<file path="config.mk">
export PLATFORM = sky130hd
export DESIGN_NAME = n_sync_tx_scheduler_flat
export DESIGN_NICKNAME = d
export VERILOG_FILES = /design/src/rtl/n_sync_tx_scheduler_if.sv /design/src/rtl/n_sync_tx_scheduler.sv /design/src/flat_wrapper.sv
export SDC_FILE = /design/constraint.sdc
export NUM_CORES = 1
export LEC_CHECK = 0
export CAP_MARGIN = 25
export CORE_MARGIN = 10
export CORE_UTILIZATION = 44
export DETAILED_ROUTE_END_ITERATION = 16
export MAX_ROUTING_LAYER = met4
export PLACE_DENSITY = 0.82
export RECOVER_POWER = 50
export SLEW_MARGIN = 25
export SYNTH_ARGS = -nofsm -noshare
export SYNTH_HDL_FRONTEND = slang
export SYNTH_SLANG_ARGS = --single-unit
</file>
<file path="constraint.sdc">
create_clock -name clk -period 4.4 [get_ports clk]
set_clock_uncertainty 0.15 [all_clocks]
set_input_delay 0.66 -clock clk [delete_from_list [all_inputs] [get_ports clk]]
set_output_delay 0.66 -clock clk [all_outputs]
set_load 0.01 [all_outputs]
</file>
<file path="src/rtl/n_sync_tx_scheduler_if.sv">
// Worker/buffer/TCP-tx bundle around n_sync_tx_scheduler.
//   master: scheduler side (drives grants, buffer push/pop, tx commands)
//   slave : environment side (workers, N buffer, TCP tx engine)
interface n_sync_tx_scheduler_if #(
  parameter int unsigned NUM_REQ = 4
);
  logic [NUM_REQ-1:0]    req_valid;
  logic [32*NUM_REQ-1:0] req_N;
  logic [NUM_REQ-1:0]    req_ready;
  logic [31:0]           buf_N;
  logic                  buf_input_signal;
  logic                  buf_ready;
  logic                  buf_remove_signal;
  logic [31:0]           buf_head;
  logic [15:0]           session_id;
  logic                  tx_meta_valid;
  logic                  tx_meta_ready;
  logic [15:0]           tx_meta_session;
  logic [15:0]           tx_meta_length;
  logic                  tx_status_valid;
  logic [1:0]            tx_status_error;

  modport master (
    input  req_valid, req_N, buf_ready, buf_head, session_id,
           tx_meta_ready, tx_status_valid, tx_status_error,
    output req_ready, buf_N, buf_input_signal, buf_remove_signal,
           tx_meta_valid, tx_meta_session, tx_meta_length
  );

  modport slave (
    output req_valid, req_N, buf_ready, buf_head, session_id,
           tx_meta_ready, tx_status_valid, tx_status_error,
    input  req_ready, buf_N, buf_input_signal, buf_remove_signal,
           tx_meta_valid, tx_meta_session, tx_meta_length
  );
endinterface

</file>
<file path="src/rtl/n_sync_tx_scheduler.sv">
// Round-robin enqueue of worker N values into the shared N buffer, and
// drain of buffered byte counts into segmented, retried TCP tx commands.
// Ports:
//   clk, rst   clock and asynchronous active-low reset
//   bus        worker requests, buffer push/pop/head, tx metadata + status
//   occupancy  number of entries currently held in the N buffer
//   busy       drain engine is working on a head entry
module n_sync_tx_scheduler #(
  parameter int unsigned NUM_REQ    = 4,
  parameter int unsigned ADDR_BITS  = 5,
  parameter int unsigned MAX_SEG    = 1408,
  parameter int unsigned RETRY_WAIT = 16
) (
  input  logic                    clk,
  input  logic                    rst,
  n_sync_tx_scheduler_if.master   bus,
  output logic [ADDR_BITS:0]      occupancy,
  output logic                    busy
);

  localparam int unsigned PTR_W = (NUM_REQ > 1) ? $clog2(NUM_REQ) : 1;
  localparam int unsigned CNT_W = $clog2(RETRY_WAIT + 1);
  localparam int unsigned DEPTH = 1 << ADDR_BITS;
  localparam logic [ADDR_BITS:0] DEPTH_W = (ADDR_BITS+1)'(DEPTH);

  typedef enum logic [2:0] {
    S_IDLE, S_LOAD, S_META, S_WAIT, S_BACKOFF
  } state_t;

  state_t             state;
  logic [PTR_W-1:0]   ptr;
  logic [PTR_W-1:0]   win;
  logic [PTR_W-1:0]   cand;
  logic               found;
  logic [31:0]        win_n;
  logic [NUM_REQ-1:0] grant;
  logic               can_push;
  logic               push;
  logic               pop;
  logic               ok_last;
  logic               zero_drop;
  logic [31:0]        remaining;
  logic [31:0]        seg_ext;
  logic [CNT_W-1:0]   retry;

  // First requester at or after the round-robin pointer, with wrap
  always_comb begin
    found = 1'b0;
    win   = '0;
    cand  = '0;
    for (int unsigned k = 0; k < NUM_REQ; k++) begin
      cand = PTR_W'((32'(ptr) + k) % NUM_REQ);
      if (!found && bus.req_valid[cand]) begin
        found = 1'b1;
        win   = cand;
      end
    end
  end

  // Winner's N slice
  always_comb begin
    win_n = '0;
    for (int unsigned i = 0; i < NUM_REQ; i++) begin
      if (win == PTR_W'(i)) win_n = bus.req_N[32*i +: 32];
    end
  end

  assign can_push = bus.buf_ready && (occupancy < DEPTH_W);

  always_comb begin
    grant = '0;
    if (can_push && found) grant[win] = 1'b1;
  end

  assign push                 = |grant;
  assign bus.req_ready        = grant;
  assign bus.buf_input_signal = push;
  assign bus.buf_N            = win_n;

  // Pop in the same cycle the buffer is released so IDLE never re-reads a stale head
  assign seg_ext   = {16'd0, bus.tx_meta_length};
  assign ok_last   = (state == S_WAIT) && bus.tx_status_valid &&
                     (bus.tx_status_error == 2'd0) && (remaining == seg_ext);
  assign zero_drop = (state == S_IDLE) && (occupancy != '0) && (bus.buf_head == 32'd0);
  assign pop       = ok_last || zero_drop;
  assign bus.buf_remove_signal = pop;

  // Round-robin pointer and occupancy count
  always_ff @(posedge clk or negedge rst) begin
    if (!rst) begin
      ptr       <= '0;
      occupancy <= '0;
    end else begin
      if (push) ptr <= (win == PTR_W'(NUM_REQ - 1)) ? '0 : win + PTR_W'(1);
      case ({push, pop})
        2'b10:   occupancy <= occupancy + (ADDR_BITS+1)'(1);
        2'b01:   occupancy <= occupancy - (ADDR_BITS+1)'(1);
        default: occupancy <= occupancy;
      endcase
    end
  end

  // Drain engine: segment the head N into tx commands, back off on errors
  always_ff @(posedge clk or negedge rst) begin
    if (!rst) begin
      state               <= S_IDLE;
      busy                <= 1'b0;
      remaining           <= '0;
      retry               <= '0;
      bus.tx_meta_valid   <= 1'b0;
      bus.tx_meta_session <= '0;
      bus.tx_meta_length  <= '0;
    end else begin
      case (state)
        S_IDLE: begin
          if (occupancy != '0) begin
            remaining <= bus.buf_head;
            if (bus.buf_head != 32'd0) begin
              state <= S_LOAD;
              busy  <= 1'b1;
            end
          end
        end
        S_LOAD: begin
          bus.tx_meta_length  <= (remaining > 32'(MAX_SEG)) ? 16'(MAX_SEG) : remaining[15:0];
          bus.tx_meta_session <= bus.session_id;
          bus.tx_meta_valid   <= 1'b1;
          state               <= S_META;
        end
        S_META: begin
          if (bus.tx_meta_ready) begin
            bus.tx_meta_valid <= 1'b0;
            state             <= S_WAIT;
          end
        end
        S_WAIT: begin
          if (bus.tx_status_valid) begin
            if (bus.tx_status_error == 2'd0) begin
              remaining <= remaining - seg_ext;
              if (remaining == seg_ext) begin
                state <= S_IDLE;
                busy  <= 1'b0;
              end else begin
                state <= S_LOAD;
              end
            end else begin
              retry <= CNT_W'(RETRY_WAIT);
              state <= S_BACKOFF;
            end
          end
        end
        S_BACKOFF: begin
          if (retry <= CNT_W'(1)) begin
            retry             <= '0;
            bus.tx_meta_valid <= 1'b1;
            state             <= S_META;
          end else begin
            retry <= retry - CNT_W'(1);
          end
        end
        default: begin
          state <= S_IDLE;
          busy  <= 1'b0;
        end
      endcase
    end
  end

endmodule

</file>
<file path="src/flat_wrapper.sv">
// flat-port wrapper written by rule: the top's interface ports become plain ports
module n_sync_tx_scheduler_flat 
#(
  parameter int unsigned NUM_REQ    = 4,
  parameter int unsigned ADDR_BITS  = 5,
  parameter int unsigned MAX_SEG    = 1408,
  parameter int unsigned RETRY_WAIT = 16
)
  (clk, rst, occupancy, busy, bus_req_valid, bus_req_N, bus_buf_ready, bus_buf_head, bus_session_id, bus_tx_meta_ready, bus_tx_status_valid, bus_tx_status_error, bus_req_ready, bus_buf_N, bus_buf_input_signal, bus_buf_remove_signal, bus_tx_meta_valid, bus_tx_meta_session, bus_tx_meta_length);
  n_sync_tx_scheduler_if #(.NUM_REQ(NUM_REQ)) bus_i ();
  input  logic clk;
  input  logic rst;
  output logic [ADDR_BITS:0] occupancy;
  output logic busy;
  input wire logic [$bits(bus_i.req_valid)-1:0] bus_req_valid;
  input wire logic [$bits(bus_i.req_N)-1:0] bus_req_N;
  input wire logic [$bits(bus_i.buf_ready)-1:0] bus_buf_ready;
  input wire logic [$bits(bus_i.buf_head)-1:0] bus_buf_head;
  input wire logic [$bits(bus_i.session_id)-1:0] bus_session_id;
  input wire logic [$bits(bus_i.tx_meta_ready)-1:0] bus_tx_meta_ready;
  input wire logic [$bits(bus_i.tx_status_valid)-1:0] bus_tx_status_valid;
  input wire logic [$bits(bus_i.tx_status_error)-1:0] bus_tx_status_error;
  output wire logic [$bits(bus_i.req_ready)-1:0] bus_req_ready;
  output wire logic [$bits(bus_i.buf_N)-1:0] bus_buf_N;
  output wire logic [$bits(bus_i.buf_input_signal)-1:0] bus_buf_input_signal;
  output wire logic [$bits(bus_i.buf_remove_signal)-1:0] bus_buf_remove_signal;
  output wire logic [$bits(bus_i.tx_meta_valid)-1:0] bus_tx_meta_valid;
  output wire logic [$bits(bus_i.tx_meta_session)-1:0] bus_tx_meta_session;
  output wire logic [$bits(bus_i.tx_meta_length)-1:0] bus_tx_meta_length;
  assign bus_i.req_valid = bus_req_valid;
  assign bus_i.req_N = bus_req_N;
  assign bus_i.buf_ready = bus_buf_ready;
  assign bus_i.buf_head = bus_buf_head;
  assign bus_i.session_id = bus_session_id;
  assign bus_i.tx_meta_ready = bus_tx_meta_ready;
  assign bus_i.tx_status_valid = bus_tx_status_valid;
  assign bus_i.tx_status_error = bus_tx_status_error;
  assign bus_req_ready = bus_i.req_ready;
  assign bus_buf_N = bus_i.buf_N;
  assign bus_buf_input_signal = bus_i.buf_input_signal;
  assign bus_buf_remove_signal = bus_i.buf_remove_signal;
  assign bus_tx_meta_valid = bus_i.tx_meta_valid;
  assign bus_tx_meta_session = bus_i.tx_meta_session;
  assign bus_tx_meta_length = bus_i.tx_meta_length;
  n_sync_tx_scheduler #(.NUM_REQ(NUM_REQ), .ADDR_BITS(ADDR_BITS), .MAX_SEG(MAX_SEG), .RETRY_WAIT(RETRY_WAIT)) u_core (.clk(clk), .rst(rst), .bus(bus_i), .occupancy(occupancy), .busy(busy));
endmodule
</file>
==> flow_summary.json <==
{
  "status": "finished, violations left",
  "violations": "max-capacitance violations, max-slew violations",
  "synth_fa_ha_area_share_pct": 5.97,
  "die_h_um": 140,
  "top_layer_used": "met4",
  "die_x_um": 140,
  "crit_path_max_incr_delay_ns": 0.59,
  "rows": 43,
  "antenna_found_initial": 1,
  "synth_cell_type_count": 66,
  "synth_area_per_cell_sq_um": 7.14,
  "cts.htree.levels": 3,
  "synthFlopType": "dfrtp_1",
  "worstSetupStartpointType": "primary input",
  "cts_root_buffer": "clkbuf_16",
  "synthMuxAreaShare_pct": 0.672,
  "initial_core_util_pct": 45.2,
  "p_switching_mw": 2.67,
  "syn-cell-area_sq_um": 6330,
  "synth_edf_count": 0,
  "hold_buffers": 0,
  "synth-compound-area-share_pct": 24.7,
  "end_kind": "output pin",
  "max-vdd-ir-drop_v": 0.000326,
  "cp.required_ns": 3.59,
  "coreArea_sq_um": 14000,
  "worst-path-max-fanout": 33,
  "met3WireLength_um": 1390,
  "nNetsFinal": 1335,
  "setup_viol": 0,
  "grt_pass1_vias": 6515,
  "wire_per_inst_um": 18.7,
  "yosys_warnings": 0,
  "hold_class": "register to register",
  "worst_slew_pin_slew_ns": 2.03,
  "cts_sinks": 82,
  "comb_power_share_pct": 64.0,
  "place.gp.congestion": 0.974,
  "intPower_mw": 3.09,
  "mappedNetlistNets": 1102,
  "period_minus_slack_ns": 4.20,
  "die_area_sq_um": 19600,
  "fin_crit_sh_pct": 95.5,
  "cts_buffer_depth": 2,
  "ys_seq_area_share_pct": 32.4,
  "power_mw": 5.76,
  "syn_to_final_growth_pct": 48.7,
  "finalHoldViolCount": 0,
  "synthCells": 886,
  "crit_path_frequent_cell": "a21oi_1",
  "port_buffers": 264,
  "seqPwrFrac_pct": 23.6,
  "mostFrequentLayoutCell": "clkdlybuf4s50_1",
  "placed_area_sq_um": 9150,
  "firstDrtPassIters": 5,
  "wirelength_um": 24400,
  "path_clk_slew_ns": 0.07,
  "rrSetupSlack_ns": 0.54,
  "powerDensity_nw_per_um2": 612,
  "grt.total_usage_pct": 23.9,
  "antenna_left": 0,
  "gr-total-overflow": 0,
  "dp.cells": 1288,
  "setup-tns-final_ns": 0,
  "dp_slack_ns": 0.143,
  "switching_share_pct": 46.3,
  "fin_area_sq_um": 9410,
  "fin_ws_ns": 0.198,
  "synth_async_sr_flop_share_pct": 100,
  "insertion_delay_ns": 0.34,
  "cts_tree": "done",
  "drive_gt1_share_pct": 4.27,
  "finalMaxSlewViolations": 83,
  "cp_slowest_cell": "clkdlybuf4s50_1",
  "drc_errors": 0,
  "crit_arrival_ns": 3.39,
  "num_io_pins": 265,
  "numCtsBuffers": 9,
  "postCtsSetupBuffers": 0,
  "path_cells": "clkdlybuf4s50_1 -> a21oi_1 -> o21a_1 -> o22a_1 -> inv_1 -> ha_1 -> buf_12 -> nand2_1 -> nor2_1 -> a21oi_1 -> nor2_1 -> a21oi_1 -> o21ai_0 -> clkdlybuf4s50_1",
  "drv_cap": 1,
  "layout_common_cells": "253 x clkdlybuf4s50_1, 178 x nand2_1, 124 x nor2_1",
  "grt_pass1_wl_um": 37300,
  "yosys_register_bits": 82,
  "critical_path_class": "primary input to output pin",
  "reg2regPathDepth": 14,
  "vias": 7120,
  "synth-xor-area-share_pct": 2.91,
  "synth_top_family_by_area": "simple AND/OR/NAND/NOR gates",
  "grt_max_degree": 83,
  "drt_iter0_markers": 583,
  "maxSlewHeadroom_pct": -35.6,
  "hold-path-cell-count": 2,
  "stdcell_count": 1305,
  "p_clk_share_pct": 12.4,
  "dp_hpwl_um": 19300,
  "grt_setup_unrepaired": "no",
  "viasPerCell": 5.46,
  "met2_length_um": 12600,
  "wl_met1_um": 10100,
  "synth-simple-area-share_pct": 27.7,
  "fmax_mhz": 238,
  "p_leak_nw": 3.91
}
[path summary, 6_finish.rpt]
check / from / endpoint
setup / recovery: bus_req_valid[0] / bus_buf_N[12]
hold / removal: u_core.bus.tx_meta_session[4] / u_core.bus.tx_meta_session[4]
setup reg to reg: u_core.remaining[14] / u_core.occupancy[5]
hold reg to reg: u_core.bus.tx_meta_session[4] / u_core.bus.tx_meta_session[4]
max in group asynchronous: rst / u_core.ptr[1]
min in group asynchronous: rst / u_core.remaining[16]
[area by class of cell]
type	instances	area, sq um
Clock buffer	12	246
Sequential cell	82	2050
Inverter	34	128
Timing Repair Buffer	279	2800
Fill cell	1226	4580
Antenna cell	1	2.50
Multi-Input combinational cell	713	3930
Clock inverter	4	33.8
Tap cell	180	225
[per-layer routing]
layer,vias to the layer above,GRT usage (%)
met5,-,-
met2,270,41.3
li1,3551,-
met3,23,4.33
met4,0,5.16
met1,3276,28.3
[cell usage after synthesis (all sizes together), types with 11 or more instances]
cell type	number	area share (%)
nand2	178	11
nor2	124	7.4
a21oi	104	8.7
dfrtp	82	32
o21ai	73	5.8
clkbuf	44	2.6
inv	34	2.0
ha	27	5.3
nand3	18	1.4
nor4	17	1.9
a31oi	14	1.4
nor3	14	1.1
xnor2	14	1.9
buf	13	0.99
and3	11	1.2
o211ai	11	1.4
[flip-flops by register name (all words and copies together), names as in the netlist]
name,flops
u_core.bus.tx_meta_valid,1
u_core.bus.tx_meta_session,16
u_core.ptr,2
u_core.busy,1
u_core.occupancy,6
u_core.retry,5
u_core.state,3
u_core.remaining,32
u_core.bus.tx_meta_length,16
[what timing repair did]
item | CTS | global route
hold endpoints to repair | 0 | 0
gates resized for setup | 0 | 2
endpoints found under the setup margin | 0 | 24
[critical path, delay by kind of cell]
kind	cells	cell delay (ns)
buffers and inverters	4	1.42
AO/OA/AOI/OAI	6	0.73
AND/OR/NAND/NOR	3	0.33
adder cells (fa/ha/maj)	1	0.22
[cells by family after synthesis]
family,count (synthesis)
muxes,4
xor gates and xnor gates,21
adders and majority gates,29
and+or+nand+nor,402
AOI/OAI and AO/OA,257
DFF,82
buffers and inverters,91
[through the flow]
step                hold slack [ns]  utilization (%)
floorplan                     0.214                -
global placement              0.307             65.3
detailed placement            0.312             65.4
CTS                           0.254             67.4
global route                  0.349             67.3
finish                        0.324             67.3
[power by group through the flow]
stage | logic, mW | clock network, mW | registers, mW
3_3_place_gp | 3.59 | 0 | 1.34
4_1_cts | 3.69 | 0.723 | 1.35
6_report | 3.69 | 0.713 | 1.36
3_5_place_dp | 3.67 | 0 | 1.36
2_1_floorplan | 2.29 | 0 | 1.30
5_1_grt | 4.05 | 0.762 | 1.40
Power figures use the tool's default switching activity.
